<file path="src/rtl/gb_instr_sequencer_pkg.sv">
// Shared types and constants for the instruction sequencer slice.
// The FSM encoding lives here so the debug port and the bench agree on it.
package gb_seq_pkg;

   localparam int         DEFAULT_DEPTH = 16;
   localparam logic [7:0] NOP_INSTR     = 8'h00;

   typedef enum logic [2:0] {
      IDLE    = 3'd0,
      ISSUE   = 3'd1,
      GAP     = 3'd2,
      CAPTURE = 3'd3,
      FINISH  = 3'd4
   } seq_state_t;

endpackage

</file>
<file path="src/rtl/gb_instr_sequencer_if.sv">
// Host/core-facing signal bundle of the sequencer.
// start is a request sampled only while idle; busy/done report progress; valid
// qualifies instruction for exactly one cycle and the core has no backpressure.
interface gb_seq_if #(
   parameter int ADDR_W = 4,
   parameter int GAP_W  = 4
);
   logic              wr_en;
   logic [ADDR_W-1:0] wr_addr;
   logic [7:0]        wr_data;
   logic [ADDR_W:0]   prog_len;
   logic [GAP_W-1:0]  gap;
   logic [7:0]        repeat_cnt;
   logic              start;
   logic              busy;
   logic              done;
   logic [7:0]        instruction;
   logic              valid;
   logic [15:0]       probe_in;
   logic [15:0]       result;
   logic [15:0]       issued_count;

   modport master (
      output wr_en, wr_addr, wr_data, prog_len, gap, repeat_cnt, start, probe_in,
      input  busy, done, instruction, valid, result, issued_count
   );

   modport slave (
      input  wr_en, wr_addr, wr_data, prog_len, gap, repeat_cnt, start, probe_in,
      output busy, done, instruction, valid, result, issued_count
   );
endinterface

</file>
<file path="src/rtl/gb_instr_sequencer_prog_mem.sv">
// Program memory: DEPTH x 8 register file, synchronous write and clear,
// combinational read.
module gb_prog_mem #(
   parameter int DEPTH  = 16,
   parameter int ADDR_W = 4
) (
   input  logic              clock,
   input  logic              reset,
   input  logic              we,
   input  logic [ADDR_W-1:0] waddr,
   input  logic [7:0]        wdata,
   input  logic [ADDR_W-1:0] raddr,
   output logic [7:0]        rdata
);

   logic [7:0] mem_q [DEPTH];
   logic [7:0] mem_d [DEPTH];

   always_comb begin
      mem_d = mem_q;
      if (we) mem_d[waddr] = wdata;
   end

   always_ff @(posedge clock) begin
      if (reset) begin
         for (int i = 0; i < DEPTH; i++) mem_q[i] <= 8'h00;
      end else begin
         mem_q <= mem_d;
      end
   end

   assign rdata = mem_q[raddr];

endmodule

</file>
<file path="src/rtl/gb_instr_sequencer.sv">
// Replays the program memory to the core as a paced valid stream and captures
// the core probe once the final instruction has been absorbed.
module gb_instr_sequencer
   import gb_seq_pkg::*;
#(
   parameter int DEPTH  = DEFAULT_DEPTH,
   parameter int ADDR_W = 4,
   parameter int GAP_W  = 4
) (
   input  logic       clock,
   input  logic       reset,
   gb_seq_if.slave    bus,
   output seq_state_t dbg_state
);

   localparam logic [2:0] ST_IDLE    = IDLE;
   localparam logic [2:0] ST_ISSUE   = ISSUE;
   localparam logic [2:0] ST_GAP     = GAP;
   localparam logic [2:0] ST_CAPTURE = CAPTURE;
   localparam logic [2:0] ST_FINISH  = FINISH;

   localparam logic [ADDR_W:0] LEN_MAX = (ADDR_W+1)'(DEPTH);

   logic [2:0]        state_q,   state_d;
   logic [ADDR_W-1:0] ptr_q,     ptr_d;
   logic [ADDR_W:0]   len_q,     len_d;
   logic [GAP_W-1:0]  gap_q,     gap_d;
   logic [GAP_W-1:0]  gcnt_q,    gcnt_d;
   logic [7:0]        passes_q,  passes_d;
   logic              skip_q,    skip_d;
   logic [15:0]       issued_q,  issued_d;
   logic [15:0]       result_q,  result_d;
   logic              valid_q,   valid_d;
   logic              busy_q,    busy_d;
   logic              done_q,    done_d;
   logic [7:0]        instr_q,   instr_d;

   logic [7:0]        mem_rdata;
   logic              last_in_pass;

   gb_prog_mem #(.DEPTH(DEPTH), .ADDR_W(ADDR_W)) u_mem (
      .clock (clock),
      .reset (reset),
      .we    (state_q == ST_IDLE && bus.wr_en),
      .waddr (bus.wr_addr),
      .wdata (bus.wr_data),
      .raddr (ptr_d),
      .rdata (mem_rdata)
   );

   assign last_in_pass = ({1'b0, ptr_q} == (len_q - (ADDR_W+1)'(1)));

   always_comb begin
      state_d  = state_q;
      ptr_d    = ptr_q;
      len_d    = len_q;
      gap_d    = gap_q;
      gcnt_d   = gcnt_q;
      passes_d = passes_q;
      skip_d   = skip_q;
      issued_d = issued_q;
      result_d = result_q;
      case (state_q)
         ST_IDLE: begin
            if (bus.start && !bus.wr_en) begin
               len_d    = (bus.prog_len > LEN_MAX) ? LEN_MAX : bus.prog_len;
               gap_d    = bus.gap;
               passes_d = (bus.repeat_cnt == 8'd0) ? 8'd1 : bus.repeat_cnt;
               issued_d = 16'd0;
               ptr_d    = '0;
               // An empty program still spends one busy cycle, but must not
               // overwrite result, so it passes through CAPTURE with skip set.
               skip_d   = (bus.prog_len == '0);
               state_d  = (bus.prog_len == '0) ? ST_CAPTURE : ST_ISSUE;
            end
         end
         ST_ISSUE: begin
            issued_d = (issued_q == 16'hFFFF) ? issued_q : issued_q + 16'd1;
            if (last_in_pass && passes_q == 8'd1) begin
               state_d = ST_CAPTURE;
            end else begin
               if (last_in_pass) begin
                  ptr_d    = '0;
                  passes_d = passes_q - 8'd1;
               end else begin
                  ptr_d = ptr_q + ADDR_W'(1);
               end
               if (gap_q != '0) begin
                  gcnt_d  = gap_q;
                  state_d = ST_GAP;
               end
            end
         end
         ST_GAP: begin
            gcnt_d = gcnt_q - GAP_W'(1);
            if (gcnt_q == GAP_W'(1)) state_d = ST_ISSUE;
         end
         ST_CAPTURE: begin
            if (!skip_q) result_d = bus.probe_in;
            state_d = ST_FINISH;
         end
         ST_FINISH: state_d = ST_IDLE;
         default:   state_d = ST_IDLE;
      endcase
   end

   // Outputs are registered from the next state so they line up with state_q.
   always_comb begin
      valid_d = (state_d == ST_ISSUE);
      busy_d  = (state_d == ST_ISSUE) || (state_d == ST_GAP) || (state_d == ST_CAPTURE);
      done_d  = (state_d == ST_FINISH);
      instr_d = valid_d ? mem_rdata : NOP_INSTR;
   end

   always_ff @(posedge clock) begin
      if (reset) begin
         state_q  <= ST_IDLE;
         ptr_q    <= '0;
         len_q    <= '0;
         gap_q    <= '0;
         gcnt_q   <= '0;
         passes_q <= 8'd0;
         skip_q   <= 1'b0;
         issued_q <= 16'd0;
         result_q <= 16'd0;
         valid_q  <= 1'b0;
         busy_q   <= 1'b0;
         done_q   <= 1'b0;
         instr_q  <= NOP_INSTR;
      end else begin
         state_q  <= state_d;
         ptr_q    <= ptr_d;
         len_q    <= len_d;
         gap_q    <= gap_d;
         gcnt_q   <= gcnt_d;
         passes_q <= passes_d;
         skip_q   <= skip_d;
         issued_q <= issued_d;
         result_q <= result_d;
         valid_q  <= valid_d;
         busy_q   <= busy_d;
         done_q   <= done_d;
         instr_q  <= instr_d;
      end
   end

   assign bus.valid        = valid_q;
   assign bus.instruction  = instr_q;
   assign bus.busy         = busy_q;
   assign bus.done         = done_q;
   assign bus.result       = result_q;
   assign bus.issued_count = issued_q;
   assign dbg_state        = seq_state_t'(state_q);

endmodule

</file>
<file path="src/flat_wrapper.sv">
// flat-port wrapper written by rule: the top's interface ports become plain ports
module gb_instr_sequencer_flat import gb_seq_pkg::*;
#(
   parameter int DEPTH  = DEFAULT_DEPTH,
   parameter int ADDR_W = 4,
   parameter int GAP_W  = 4
)
  (clock, reset, dbg_state, bus_wr_en, bus_wr_addr, bus_wr_data, bus_prog_len, bus_gap, bus_repeat_cnt, bus_start, bus_probe_in, bus_busy, bus_done, bus_instruction, bus_valid, bus_result, bus_issued_count);
  gb_seq_if #(.ADDR_W(ADDR_W), .GAP_W(GAP_W)) bus_i ();
  input  logic clock;
  input  logic reset;
  output seq_state_t dbg_state;
  input wire logic [$bits(bus_i.wr_en)-1:0] bus_wr_en;
  input wire logic [$bits(bus_i.wr_addr)-1:0] bus_wr_addr;
  input wire logic [$bits(bus_i.wr_data)-1:0] bus_wr_data;
  input wire logic [$bits(bus_i.prog_len)-1:0] bus_prog_len;
  input wire logic [$bits(bus_i.gap)-1:0] bus_gap;
  input wire logic [$bits(bus_i.repeat_cnt)-1:0] bus_repeat_cnt;
  input wire logic [$bits(bus_i.start)-1:0] bus_start;
  input wire logic [$bits(bus_i.probe_in)-1:0] bus_probe_in;
  output wire logic [$bits(bus_i.busy)-1:0] bus_busy;
  output wire logic [$bits(bus_i.done)-1:0] bus_done;
  output wire logic [$bits(bus_i.instruction)-1:0] bus_instruction;
  output wire logic [$bits(bus_i.valid)-1:0] bus_valid;
  output wire logic [$bits(bus_i.result)-1:0] bus_result;
  output wire logic [$bits(bus_i.issued_count)-1:0] bus_issued_count;
  assign bus_i.wr_en = bus_wr_en;
  assign bus_i.wr_addr = bus_wr_addr;
  assign bus_i.wr_data = bus_wr_data;
  assign bus_i.prog_len = bus_prog_len;
  assign bus_i.gap = bus_gap;
  assign bus_i.repeat_cnt = bus_repeat_cnt;
  assign bus_i.start = bus_start;
  assign bus_i.probe_in = bus_probe_in;
  assign bus_busy = bus_i.busy;
  assign bus_done = bus_i.done;
  assign bus_instruction = bus_i.instruction;
  assign bus_valid = bus_i.valid;
  assign bus_result = bus_i.result;
  assign bus_issued_count = bus_i.issued_count;
  gb_instr_sequencer #(.DEPTH(DEPTH), .ADDR_W(ADDR_W), .GAP_W(GAP_W)) u_core (.clock(clock), .reset(reset), .bus(bus_i), .dbg_state(dbg_state));
endmodule
</file>
<file path="config.mk">
export PLATFORM = sky130hd
export DESIGN_NAME = gb_instr_sequencer_flat
export DESIGN_NICKNAME = d
export VERILOG_FILES = /design/src/rtl/gb_instr_sequencer_pkg.sv /design/src/rtl/gb_instr_sequencer_if.sv /design/src/rtl/gb_instr_sequencer_prog_mem.sv /design/src/rtl/gb_instr_sequencer.sv /design/src/flat_wrapper.sv
export SDC_FILE = /design/constraint.sdc
export NUM_CORES = 1
export LEC_CHECK = 0
export BUFFER_PORTS_ARGS = -buffer_cell sky130_fd_sc_hd__buf_4
export CAP_MARGIN = 15
export CORE_UTILIZATION = 54
export DETAILED_ROUTE_END_ITERATION = 10
export PLACE_DENSITY = 0.74
export SETUP_SLACK_MARGIN = 0.3
export SLEW_MARGIN = 20
export SYNTH_ARGS = -nofsm -noshare
export SYNTH_HDL_FRONTEND = slang
export SYNTH_HIERARCHICAL = 1
export SYNTH_SLANG_ARGS = --single-unit
</file>
<file path="constraint.sdc">
create_clock -name clock -period 5.47 [get_ports clock]
set_input_delay 1.094 -clock clock [delete_from_list [all_inputs] [get_ports clock]]
set_output_delay 1.094 -clock clock [all_outputs]
set_load 0.01 [all_outputs]
</file>
## Yosys cells after proc, flatten, opt, wreduce, memory -nomap -nowiden

Index checks and enable logic that the tools add are counted.

| word-level totals | value |
|---|---|
| register bits after elaboration | 200 |
| output and inout port bits | 46 |
| word-level logic and storage cells | 105 |
| input port bits | 49 |

| cells by class | value |
|---|---|
| magnitude comparators | 4 |
| equality and inequality tests | 16 |
| add/sub/neg operators | 5 |
| bitwise gates (word level) | 4 |
| muxes and demuxes | 28 |
| reduce and logical (&&, ||, !) cells | 19 |

Operator list:

| operator | count |
|---|---|
| bitwise mux 128 bit | 1 |
| 2-to-1 mux 8 bit | 7 |
| binary-select mux 8 bit (select 4 bit) | 1 |
| demux 8 bit (select 4 bit) | 1 |
| 2-to-1 mux 16 bit | 2 |
| one-hot mux 16 bit (2 select lines) | 1 |
| 2-to-1 mux 4 bit | 5 |
| adder 16 x 1 -> 16 bit, second input constant | 1 |
| equality test 16 bit, second input constant | 1 |
| one-hot mux 4 bit (2 select lines) | 2 |
| one-hot mux 8 bit (2 select lines) | 1 |
| equality test 3 x 2 -> 1 bit, second input constant | 4 |
| 2-to-1 mux 3 bit | 4 |
| one-hot mux 3 bit (4 select lines) | 1 |
| >= comparator 5 bit, second input constant | 2 |
| inverter 4 -> 5 bit | 2 |
| equality test 8 x 1 -> 1 bit, second input constant | 1 |
| logical NOT 8 bit | 1 |
| subtractor 8 x 1 -> 8 bit, second input constant | 1 |
| equality test 3 x 1 -> 1 bit, second input constant | 2 |
| inequality test 2 bit, second input constant | 3 |
| AND reduction 3 bit | 2 |
| equality test 4 x 5 -> 1 bit | 1 |
| > comparator 5 bit, second input constant | 1 |
| other kinds (20) | 28 |

## Logic depth before layout (Yosys ltp)

| logic depth | value |
|---|---|
| depth in word-level cells | 9 |
| depth in mapped cells | 14 |
| depth with buffers taken out | 11 |

## Modules after synthesis

Netlist, hierarchy kept.

Modules (own cells, without submodules):

| module | instances | area an instance (um2) | seq. area each (um2) | cells an instance |
|---|---|---|---|---|
| gb_prog_mem | 1 | 6065.8 | 2562.5 | 690 |
| gb_instr_sequencer | 1 | 3375.7 | 1441.4 | 402 |

## Worst setup path after synthesis

Ideal clock, no wire load.

| timing | value |
|---|---|
| kind | input to register |
| from | in bus_start |
| to | reg u_core.instr_q[0] (netlist: u_core/bus.instruction[0]) |
| required time | 5.355 ns |
| arrival time | 3.004 ns |
| buffers on the path | 3 |
| stages on the path | 11 |
| library setup time | 0.115 ns |
| slack | 2.351 ns |
| path through | nor2b_1 > buf_2 > o21a_1 > o21ai_0 > mux2_2 > buf_6 > buf_8 > mux4_2 > a22oi_1 > nand2_1 > and2_1 |

| on the way | value |
|---|---|
| cells in the longest elaborated chain, start to end | 7 |
| elaborated cells between the ends (all ways) | 12 |
| classes of those cells | eq/ne: 1; mux: 7; bitwise: 2; reduce/logical: 2 |

Ends and longest elaborated chain:

| element | line | source |
|---|---|---|
| start: declaration | flat_wrapper.sv:19 | `input wire logic [$bits(bus_i.start)-1:0] bus_start;` |
| logical AND 1 bit | gb_instr_sequencer.sv:65 | `if (bus.start && !bus.wr_en) begin` |
| 2-to-1 mux 4 bit | gb_instr_sequencer.sv:65 |  |
| one-hot mux 4 bit (2 select lines) | gb_instr_sequencer.sv:63 | `case (state_q)` |
| via u_core.ptr_d[0] | gb_instr_sequencer.sv:25 | `logic [ADDR_W-1:0] ptr_q, ptr_d;` |
| inverter 4 -> 5 bit (implied by the code) | gb_instr_sequencer_prog_mem.sv:32 | `assign rdata = mem_q[raddr];` |
| binary-select mux 8 bit (select 4 bit) | gb_instr_sequencer_prog_mem.sv:32 |  |
| 2-to-1 mux 8 bit (implied by the code) (2 in a row) | gb_instr_sequencer_prog_mem.sv:32 |  |
| via u_core.mem_rdata[0] | gb_instr_sequencer.sv:38 | `logic [7:0] mem_rdata;` |
| end signal: assignment | gb_instr_sequencer.sv:143 | `instr_q <= instr_d;` |
| end: declaration | gb_instr_sequencer.sv:36 | `logic [7:0] instr_q, instr_d;` |

The timed path passes the listed nets, and every way through them passes these cells. The select of a mux whose other input is x is not followed.
A chain may end at the register's enable or synchronous reset.

## Final worst setup path

| timing | value |
|---|---|
| from | reg u_core.len_q[0] |
| to | reg u_core.instr_q[0] (netlist: u_core/bus.instruction[0]) |

| on the way | value |
|---|---|
| cells in the longest elaborated chain, start to end | 9 |
| elaborated cells between the ends (all ways) | 15 |
| classes of those cells | add/sub: 1; eq/ne: 2; mux: 8; bitwise: 2; reduce/logical: 2 |

Ends and longest elaborated chain:

| element | line | source |
|---|---|---|
| start: declaration | gb_instr_sequencer.sv:26 | `logic [ADDR_W:0] len_q, len_d;` |
| start signal: assignment | gb_instr_sequencer.sv:133 | `len_q <= len_d;` |
| subtractor 5 x 1 -> 5 bit (*) | gb_instr_sequencer.sv:51 | `assign last_in_pass = ({1'b0, ptr_q} == (len_q - (ADDR_W+1)'(1)));` |
| equality test 4 x 5 -> 1 bit (*) | gb_instr_sequencer.sv:51 |  |
| 2-to-1 mux 4 bit / logical AND 1 bit (equally long branches) | gb_instr_sequencer.sv:82, gb_instr_sequencer.sv:79 |  |
| 2-to-1 mux 4 bit (*) | gb_instr_sequencer.sv:79 | `if (last_in_pass && passes_q == 8'd1) begin` |
| one-hot mux 4 bit (2 select lines) (*) | gb_instr_sequencer.sv:63 |  |
| via u_core.ptr_d[1] | gb_instr_sequencer.sv:25 |  |
| inverter 4 -> 5 bit (implied by the code) (*) | gb_instr_sequencer_prog_mem.sv:32 |  |
| binary-select mux 8 bit (select 4 bit) (*) | gb_instr_sequencer_prog_mem.sv:32 |  |
| 2-to-1 mux 8 bit (implied by the code) (*) (2 in a row) | gb_instr_sequencer_prog_mem.sv:32 |  |
| via u_core.mem_rdata[0] | gb_instr_sequencer.sv:38 |  |

Mark *: on every way through the listed nets, which the timed path passes. The rest lies on a longest branch. The select of a mux whose other input is x is not followed.

==> summary.txt <==
Run status - finished, final reports clean
Vias in the first global route - 8003
Cell Area, Synth - 9440 µm²
Post-Route WL - 26100 µm
CP Data Required Time - 5.80 ns
H-tree depth - 4
Sequential share of power - 47.7%
Io pins - 95
Worst Hold Launch - u_core/bus.result[12]$_SDFFE_PP0P_
RR Startpoint - u_core/len_q[0]$_SDFFE_PP0P_
Setup crit start kind - register
Post-CTS Repair Setup Buffers - 0
RSZ-0062 raised after global routing - no
Die H - 134 µm
DRC - 0
Seq/Total Area, Yosys - 42.4%
Critical Path, Cell by Cell - inv_1 > ha_1 > o21ba_1 > a221oi_2 > o2111ai_4 > o21ai_0 > a22o_2 > buf_4 > mux4_2 > a22oi_1 > nand2_1 > and2_1
CTS Buffer Depth - 2
Fmax - 269 MHz
Ys flop type - dfxtp_1
Reg-to-reg slack, setup - 1.75 ns
Hold Path Depth - 2
Clock-pin transition on the worst setup and hold timing paths - 0.07 ns
CP Class - register to register
P_sw - 0.838 mW
HP Class - register to register
Crit Path Max Fanout - 22
Synthesized netlist cell count - 1092
Number of port buffers - 94
Hold Path Sink - u_core/bus.result[12]$_SDFFE_PP0P_
Max-Cap Viols - 0
Largest net degree at the start of global routing - 95
Rows - 47
Leakage power - 3.65 nW
Synth cell types - 71
Fin. Hold Viols - 0
Number of flops mapped to enable cells by yosys - 0
Worst vdd ir - 282 µV
Mean Syn Cell Area - 8.65 µm²
Post-DR wirelength/cell - 19.6 µm
Fin. max-slew vios - 0
Share of layout cells above drive strength 1 - 17.2%
Worst-Margin Slew - 1.02 ns
Post-route ant nets - 0
Flip-flop and latch count after synthesis - 200
First-pass GRT wire length - 41800 µm
Clk_skew - 0.00990 ns
Combinational Power Share - 10.8%
CTS Root Cell - clkbuf_16
Bufs and invs on worst path - 2
CTS Buf Count - 17
Setup WS post-layout - 1.75 ns
Setup WS pre-CTS - 1.38 ns
HPWL Detailed - 16100 µm
Clock Power Share - 41.6%
Via density - 6.39
Clk sinks - 200
Worst hold margin - 0.458 ns
Nets - 1155
Slowest cell on the critical path - a22o_2
Capturing point of the worst reg2reg path - u_core/bus.instruction[0]$_SDFF_PP0_
Initial Util - 56.1%
Total chip power - 3.17 mW
Period utilisation layout - 68.1%
Worst-Skew Late Latency - 0.44 ns
Worst EP arrival - 4.05 ns
Final setup fails - 0
RD Place Congestion - 0.815
Gr ovfl total - 0
P_int - 2.33 mW
Via count - 8518
Hold_buf cts - 0
CTS tree - done
Initial antenna violation count - 0
Drt first pass iters - 5
Antenna fix cells - 0
Slew headroom - 31.8%
FFs w/ async S/R, synth - 0%
Die Wd - 134 µm
Die area - 18000 µm²
Layout area overhead - 11.7%
Post-layout util - 62.7%
Final min period - 3.72 ns
Syn. warnings - 6
Core area - 16800 µm²
Initial DRC Count - 899
CP top delay family - compound AO/OA/AOI/OAI gates
Cells on worst reg2reg path - 12
Syn Nets - 1148
Post-CTS sizing - 0
Setup tns final - 0 ns
Overall routing resource usage - 29.4%
Switching Fraction - 26.4%
Cell Pwr Density - 300 nW/µm²
Crit-path max cell delay - 0.62 ns
Crit end category - register
## registers in the layout, indices dropped and copies added (netlist names), 3 cells and up
name                     cells
u_core/u_mem/mem_q         128
u_core/bus.issued_count     16
u_core/bus.result           16
u_core/bus.instruction       8
u_core/passes_q              8
u_core/len_q                 5
u_core/gap_q                 4
u_core/gcnt_q                4
u_core/ptr_q                 4
u_core/dbg_state             3
## power by group through the flow
stage / Combinational (mW) / Clock [mW] / Sequential [mW]
after CTS: 0.336 / 1.33 / 1.51
after global routing: 0.368 / 1.39 / 1.51
after floorplan: 0.254 / 0 / 1.54
after detailed placement: 0.334 / 0 / 1.54
after global placement: 0.332 / 0 / 1.54
final: 0.341 / 1.32 / 1.51
## logic make-up (layout without fill, tap and decap cells)
logic type | after synthesis | in the layout | synth area share [%]
adders and majority gates | 7 | 7 | 0.928
xor gates and xnor gates | 17 | 17 | 1.58
muxes | 35 | 35 | 8.24
and+or+nand+nor | 355 | 355 | 19.8
AOI/OAI and AO/OA | 358 | 358 | 20.8
DFF | 200 | 200 | 42.4
buffers and inverters | 120 | 140 | 6.24
## layout by cell type (no fill, tap or decap), types with 6 or more instances in the layout
| cell | n |
|---|---|
| and2_1 | 10 |
| o21ai_1 | 23 |
| buf_4 | 99 |
| o21ai_0 | 119 |
| clkbuf_16 | 17 |
| xnor2_1 | 6 |
| nor2b_1 | 6 |
| a21oi_1 | 173 |
| nand3b_1 | 7 |
| nand2_1 | 70 |
| ha_1 | 7 |
| xor2_1 | 11 |
| nor3b_1 | 6 |
| a22oi_1 | 17 |
| inv_1 | 9 |
| mux4_2 | 25 |
| mux4_1 | 7 |
| dfxtp_1 | 200 |
| nor2_1 | 43 |
| nand3_1 | 153 |
## cell type report
type,count,area [µm²]
fill,1462,6270
multi-input combinational,772,4870
sequential,200,4000
timing repair buffer,99,743
clock buffer,17,425
tap,220,275
clock inverter,15,190
inverter,9,33.8
## through the flow
stage | cell area (µm²) | instances
after floorplan | 9440 | 1092
after global placement | 9920 | 1300
after detailed placement | 9920 | 1300
after CTS | 10500 | 1332
after global routing | 10500 | 1332
final | 10500 | 1332
## how the worst max path moves through the flow
stage	end	cells past startpoint	start	slack [ns]
2_1_floorplan	u_core/bus.instruction[0]$_SDFF_PP0_	11	bus_start	2.35
3_3_place_gp	u_core/bus.instruction[0]$_SDFF_PP0_	10	bus_start	1.45
6_report	u_core/bus.instruction[0]$_SDFF_PP0_	12	u_core/len_q[0]$_SDFFE_PP0P_	1.75
5_1_grt	u_core/bus.instruction[0]$_SDFF_PP0_	12	u_core/len_q[0]$_SDFFE_PP0P_	1.50
3_5_place_dp	u_core/bus.instruction[0]$_SDFF_PP0_	10	bus_start	1.38
4_1_cts	u_core/bus.instruction[0]$_SDFF_PP0_	12	u_core/len_q[0]$_SDFFE_PP0P_	1.38
## cells in the mapped netlist, types with 7 or more instances
| master | number | area share [%] |
|---|---|---|
| o21ai_1 | 23 | 1.2 |
| inv_1 | 9 | 0.36 |
| o21ai_0 | 119 | 6.3 |
| mux4_2 | 25 | 6.0 |
| ha_1 | 7 | 0.93 |
| nand3_1 | 153 | 8.1 |
| clkbuf_1 | 66 | 2.6 |
| a21oi_1 | 173 | 9.2 |
| mux4_1 | 7 | 1.9 |
| buf_6 | 8 | 0.95 |
| nor2b_1 | 8 | 0.53 |
| and2_1 | 11 | 0.73 |
| xor2_1 | 11 | 1.0 |
| nand3b_1 | 7 | 0.56 |
| nand2_1 | 70 | 2.8 |
| a22oi_1 | 17 | 1.4 |
| nor2_1 | 44 | 1.7 |
| buf_2 | 24 | 1.3 |
| dfxtp_1 | 200 | 42 |
## per-layer routing
layer	wire length (µm)	up-vias	share of wire [%]	global-route usage [%]
met5	0	-	0	0
met4	608	0	2.3	10.7
met3	2460	60	9.4	5.82
met2	12200	449	47	47.2
met1	10800	4062	42	39.5
li1	-	3947	-	-
## worst reg2reg max path: cells and delay by family, from the launching register on
kind,cells,cell delay (ns)
and+or+nand+nor,2,0.22
DFF,1,0.39
adders and majority gates,1,0.25
AOI/OAI and AO/OA,6,2.02
buffers and inverters,2,0.41
muxes,1,0.32
(Power assumes the default switching activity.)
